`config.mk`:
```
export PLATFORM = sky130hd
export DESIGN_NAME = fetch_queue
export DESIGN_NICKNAME = d
export VERILOG_FILES = /design/src/rtl/fetch_queue.sv
export SDC_FILE = /design/constraint.sdc
export NUM_CORES = 1
export LEC_CHECK = 0
export BUFFER_PORTS_ARGS = -buffer_cell sky130_fd_sc_hd__buf_2
export CAP_MARGIN = 20
export CELL_PAD_IN_SITES_DETAIL_PLACEMENT = 0
export CELL_PAD_IN_SITES_GLOBAL_PLACEMENT = 2
export CORE_MARGIN = 1.5
export CORE_UTILIZATION = 43
export CTS_BUF_LIST = sky130_fd_sc_hd__clkbuf_4 sky130_fd_sc_hd__clkbuf_8 sky130_fd_sc_hd__clkbuf_16
export CTS_CLUSTER_SIZE = 10
export DETAILED_ROUTE_END_ITERATION = 7
export MAX_ROUTING_LAYER = met4
export PLACE_DENSITY = 0.82
export SLEW_MARGIN = 0
export SYNTH_ARGS = -nofsm -noshare
export SYNTH_HDL_FRONTEND = slang
export SYNTH_SLANG_ARGS = --single-unit
```
`constraint.sdc`:
```
create_clock -name clka -period 7.4 [get_ports clka]
set_clock_uncertainty 0.1 [all_clocks]
set_input_delay 0.74 -clock clka [delete_from_list [all_inputs] [get_ports clka]]
set_output_delay 0.74 -clock clka [all_outputs]
set_load 0.03 [all_outputs]
```
`src/rtl/fetch_queue.sv`:
```
// Instruction fetch front-end: reads two 16-bit RAM words per instruction,
// assembles them and queues the result for decode behind a valid/ready handshake.
module fetch_queue #(
    parameter int ADDR_W     = 10,
    parameter int FIFO_DEPTH = 4
) (
    input  logic              clka,
    input  logic              rst,
    input  logic              redirect,
    input  logic [ADDR_W-1:0] redirect_pc,
    output logic              enb,
    output logic [ADDR_W-1:0] addrb,
    input  logic [15:0]       dob,
    output logic              inst_valid,
    input  logic              inst_ready,
    output logic [7:0]        inst_op,
    output logic [7:0]        inst_reg_num,
    output logic [15:0]       inst_address_num,
    output logic [ADDR_W-1:0] inst_pc
);

    localparam int PTR_W = (FIFO_DEPTH > 1) ? $clog2(FIFO_DEPTH) : 1;
    localparam int CNT_W = PTR_W + 1;
    localparam logic [CNT_W-1:0] FULL_CNT  = CNT_W'(FIFO_DEPTH);
    localparam logic [CNT_W-1:0] ISSUE_MAX = CNT_W'(FIFO_DEPTH - 2);

    typedef enum logic [1:0] {S_IDLE, S_W0, S_W1, S_W2} state_t;

    state_t            state, state_next;
    logic [ADDR_W-1:0] pc;
    logic [15:0]       hold;
    logic [PTR_W-1:0]  rd_ptr, wr_ptr;
    logic [CNT_W-1:0]  count;
    logic              push, pop;

    logic [7:0]        op_mem   [FIFO_DEPTH];
    logic [7:0]        reg_mem  [FIFO_DEPTH];
    logic [15:0]       addr_mem [FIFO_DEPTH];
    logic [ADDR_W-1:0] pc_mem   [FIFO_DEPTH];

    // Space checks use the registered count only, so a same-cycle pop never
    // enables an issue; reaching S_W2 therefore always guarantees a free slot.
    always_comb begin
        state_next = state;
        enb        = 1'b0;
        addrb      = '0;
        push       = 1'b0;
        case (state)
            S_IDLE: state_next = S_W0;
            S_W0: begin
                if (count < FULL_CNT) begin
                    enb        = 1'b1;
                    addrb      = pc;
                    state_next = S_W1;
                end
            end
            S_W1: begin
                enb        = 1'b1;
                addrb      = pc + ADDR_W'(1);
                state_next = S_W2;
            end
            S_W2: begin
                push = 1'b1;
                if (count <= ISSUE_MAX) begin
                    enb        = 1'b1;
                    addrb      = pc + ADDR_W'(2);
                    state_next = S_W1;
                end else begin
                    state_next = S_W0;
                end
            end
            default: state_next = S_IDLE;
        endcase
    end

    assign pop              = inst_valid && inst_ready;
    assign inst_valid       = (count != '0);
    assign inst_op          = op_mem[rd_ptr];
    assign inst_reg_num     = reg_mem[rd_ptr];
    assign inst_address_num = addr_mem[rd_ptr];
    assign inst_pc          = pc_mem[rd_ptr];

    // Redirect restarts in S_W0, which also discards the word still arriving on dob.
    always_ff @(posedge clka or posedge rst) begin
        if (rst) begin
            state <= S_IDLE;
            pc    <= '0;
            hold  <= '0;
        end else if (redirect) begin
            state <= S_W0;
            pc    <= redirect_pc;
        end else begin
            state <= state_next;
            if (state == S_W1) hold <= dob;
            if (push) pc <= pc + ADDR_W'(2);
        end
    end

    always_ff @(posedge clka or posedge rst) begin
        if (rst) begin
            rd_ptr <= '0;
            wr_ptr <= '0;
            count  <= '0;
            for (int i = 0; i < FIFO_DEPTH; i++) begin
                op_mem[i]   <= '0;
                reg_mem[i]  <= '0;
                addr_mem[i] <= '0;
                pc_mem[i]   <= '0;
            end
        end else if (redirect) begin
            rd_ptr <= '0;
            wr_ptr <= '0;
            count  <= '0;
        end else begin
            if (push) begin
                op_mem[wr_ptr]   <= hold[15:8];
                reg_mem[wr_ptr]  <= hold[7:0];
                addr_mem[wr_ptr] <= dob;
                pc_mem[wr_ptr]   <= pc;
                wr_ptr           <= wr_ptr + PTR_W'(1);
            end
            if (pop) rd_ptr <= rd_ptr + PTR_W'(1);
            case ({push, pop})
                2'b10:   count <= count + CNT_W'(1);
                2'b01:   count <= count - CNT_W'(1);
                default: count <= count;
            endcase
        end
    end

endmodule

```
==> flow_metrics.py <==
metrics = {
    "status": {
        "status": "completed",
    },
    "power_and_ir_drop": {
        "p_seq_share_pct": 40.7,
        "power_switching_mw": 1.68,
        "ir_worst_vdd_uv": 244,
        "internal-power_mw": 2.89,
        "p_sw_share_pct": 36.8,
        "comb_power_share_pct": 37.1,
        "pwr-share-clk_pct": 22.2,
        "leakagePower_nw": 4.95,
        "cellPowerDensity_nw_per_um2": 432,
    },
    "clock_tree": {
        "cts_setup_buffers": 0,
        "holdBufCountCts": 0,
        "cts.clk_slew.worst_paths_ns": 0.05,
        "htree_levels": 1,
        "cts_tree": "done",
        "cts_root_buf": "clkbuf_16",
        "clock_sinks": 203,
        "cts-resized-gates": 0,
        "cts_buffers": 24,
        "clkLatencyLatePin_ns": 0.50,
        "clockBufferDepth": 3,
    },
    "finish": {
        "final_cells": 969,
        "area_growth_pct": 13.6,
        "nets": 728,
        "diodes": 0,
        "final_core_util_pct": 50.0,
        "final_cell_area_um2": 10600,
        "drive_gt1_share_pct": 30.7,
        "fill_cells": 1807,
    },
    "yosys": {
        "yosysSeqAreaShare_pct": 54.6,
        "synth_flop_cell": "dfrtp_1",
        "syn_nets": 658,
        "synth_commonest_cells": "203 x dfrtp_1, 146 x mux2_1, 42 x mux4_2, 38 x mux2_2, 25 x buf_2",
        "yosysTopAreaCellShare_pct": 54.6,
        "synth_most_common_cell": "dfrtp_1",
        "yosys.cell_types.count": 49,
        "syn_avg_cell_area_um2": 15.0,
        "async_flop_share_pct": 100,
        "syn_inst": 621,
        "yosysTopAreaCell": "dfrtp_1",
        "synth_area_um2": 9300,
        "ys_ff_latch": 203,
        "yosysWarnings": 0,
        "synthTopCellsByArea": "dfrtp_1 55%, mux2_1 18%, mux4_2 10%",
        "synth_edf_count": 0,
    },
    "grt": {
        "grt_max_degree": 122,
        "grtUsageTotal_pct": 19.0,
        "overflow": 0,
        "grt_pass1_wl_um": 32200,
        "antenna_found_initial": 0,
        "grt_pass1_vias": 5895,
    },
    "die": {
        "dieArea_um2": 22500,
        "fp-row-count": 53,
        "fp.dieW_um": 150,
        "die_h_um": 150,
        "start_util_pct": 44.0,
        "coreArea_um2": 21200,
        "ios": 84,
    },
    "placement": {
        "dp_hpwl_um": 12200,
        "dpl_cell_area_um2": 9890,
        "gp_congestion": 0.809,
        "port_buffers": 83,
        "dp_cells": 939,
    },
    "timing": {
        "setup_viol": 0,
        "worstMarginPinSlew_ns": 0.942,
        "min_period_over_period_pct": 44.8,
        "post-route-min-period_ns": 3.32,
        "fin_tns_setup_ns": 0,
        "rsz0062_at_grt": "false",
        "hold_slack_ns": 0.279,
        "slew_violations": 0,
        "hold_viol_final": 0,
        "fmax_mhz": 301,
        "relSlewSlack_pct": 37.2,
    },
    "detailed_routing": {
        "drt_first_pass_iters": 5,
        "drc": 0,
        "first_iter_violations": 192,
        "via_per_inst": 5.56,
        "wire_per_inst_um": 20.4,
        "wl_um": 19700,
        "route.vias.total": 5387,
        "ant_nets": 0,
    },
    "critical_path": {
        "cp_max_fo": 15,
        "cp-start-kind": "register",
        "path_cells": "nand2_4 -> nor2_2 -> a211oi_1 -> nor4_1 -> buf_2",
        "cpPeakStageDelay_ns": 0.61,
        "cp_data_arrival_time_ns": 2.48,
        "cp_slowest_cell": "dfrtp_1",
        "critPathKind": "register to output pin",
        "crit_buf_inv": 1,
        "cp_top_family": "simple AND/OR/NAND/NOR gates",
        "worstPathRequired_ns": 6.56,
        "worstSetupEndpointType": "output pin",
    },
    "hold_path": {
        "hold_path_class": "input port to async pin",
    },
    "run": {
        "maxCapViolCount": 0,
    },
}
logic make-up after synthesis:
group,after synthesis,synth area share (%)
flip-flops,203,54.6
XOR/XNOR,13,1.22
buffers and inverters,47,2.39
multiplexers,229,32.8
AND/OR/NAND/NOR,74,4.64
AO/OA/AOI/OAI,48,3.35
adder cells (fa/ha/maj),7,1.02
worst paths after layout:
check	start	end	slack, ns	depth (start not counted)
setup / recovery	state[1]	addrb[8]	4.08	5
hold / removal	rst	addr_mem[21]	0.28	2
setup reg to reg	state[1]	addr_mem[26]	5.13	4
hold reg to reg	pc_mem[19]	pc_mem[19]	0.38	1
max in group asynchronous	rst	op_mem[24]	5.67	4
min in group clka	redirect_pc[3]	pc[3]	0.34	3
sequential cells by signal, summed over array words and instances, names as in the netlist:
register,count
wr_ptr,2
reg_mem,32
addr_mem,64
count,3
state,2
pc_mem,40
hold,16
op_mem,32
rd_ptr,2
pc,10
metal layers:
| layer | routed length, µm | up-vias | global-route usage, % |
|---|---|---|---|
| li1 | - | 2408 | - |
| met2 | 10000 | 111 | 31.7 |
| met3 | 741 | 25 | 2.59 |
| met4 | 263 | 0 | 4.26 |
| met5 | 0 | - | - |
| met1 | 8700 | 2843 | 24.8 |
through the flow:
stage          worst slack [ns]  total power [mW]
2_1_floorplan              1.02              3.12
3_3_place_gp               4.59              3.53
3_5_place_dp               4.55              3.61
4_1_cts                    4.02              4.64
5_1_grt                    3.85              4.85
6_report                   4.08              4.57
cell usage in the layout (no fill, tap or decap), drive strengths merged, types with 10 or more instances in the layout:
cell and n:
nand2 19, a21oi 12, nor3 10, o21ai 17
mux2 184, nor2 17, buf 86, mux4 42
dfrtp 203, clkbuf 28
power by group through the flow:
stage / Clock, mW / Sequential [mW] / Combinational (mW)
2_1_floorplan: 0 / 1.68 / 1.43
6_report: 1.01 / 1.86 / 1.70
5_1_grt: 1.09 / 1.93 / 1.82
4_1_cts: 1.04 / 1.87 / 1.73
3_3_place_gp: 0 / 1.85 / 1.68
3_5_place_dp: 0 / 1.89 / 1.72
layout make-up:
cell class / count / area, µm² / share of cell area [%]
clock buffers: 28 / 648 / 6.13
clock inverters: 1 / 7.51 / 0.0710
inverters: 5 / 26.3 / 0.249
multi-input cells: 371 / 4000 / 37.8
flip-flops and latches: 203 / 5080 / 48.1
well taps: 275 / 344 / 3.26
repair buffers: 86 / 458 / 4.33
(Power assumes the default switching activity.)
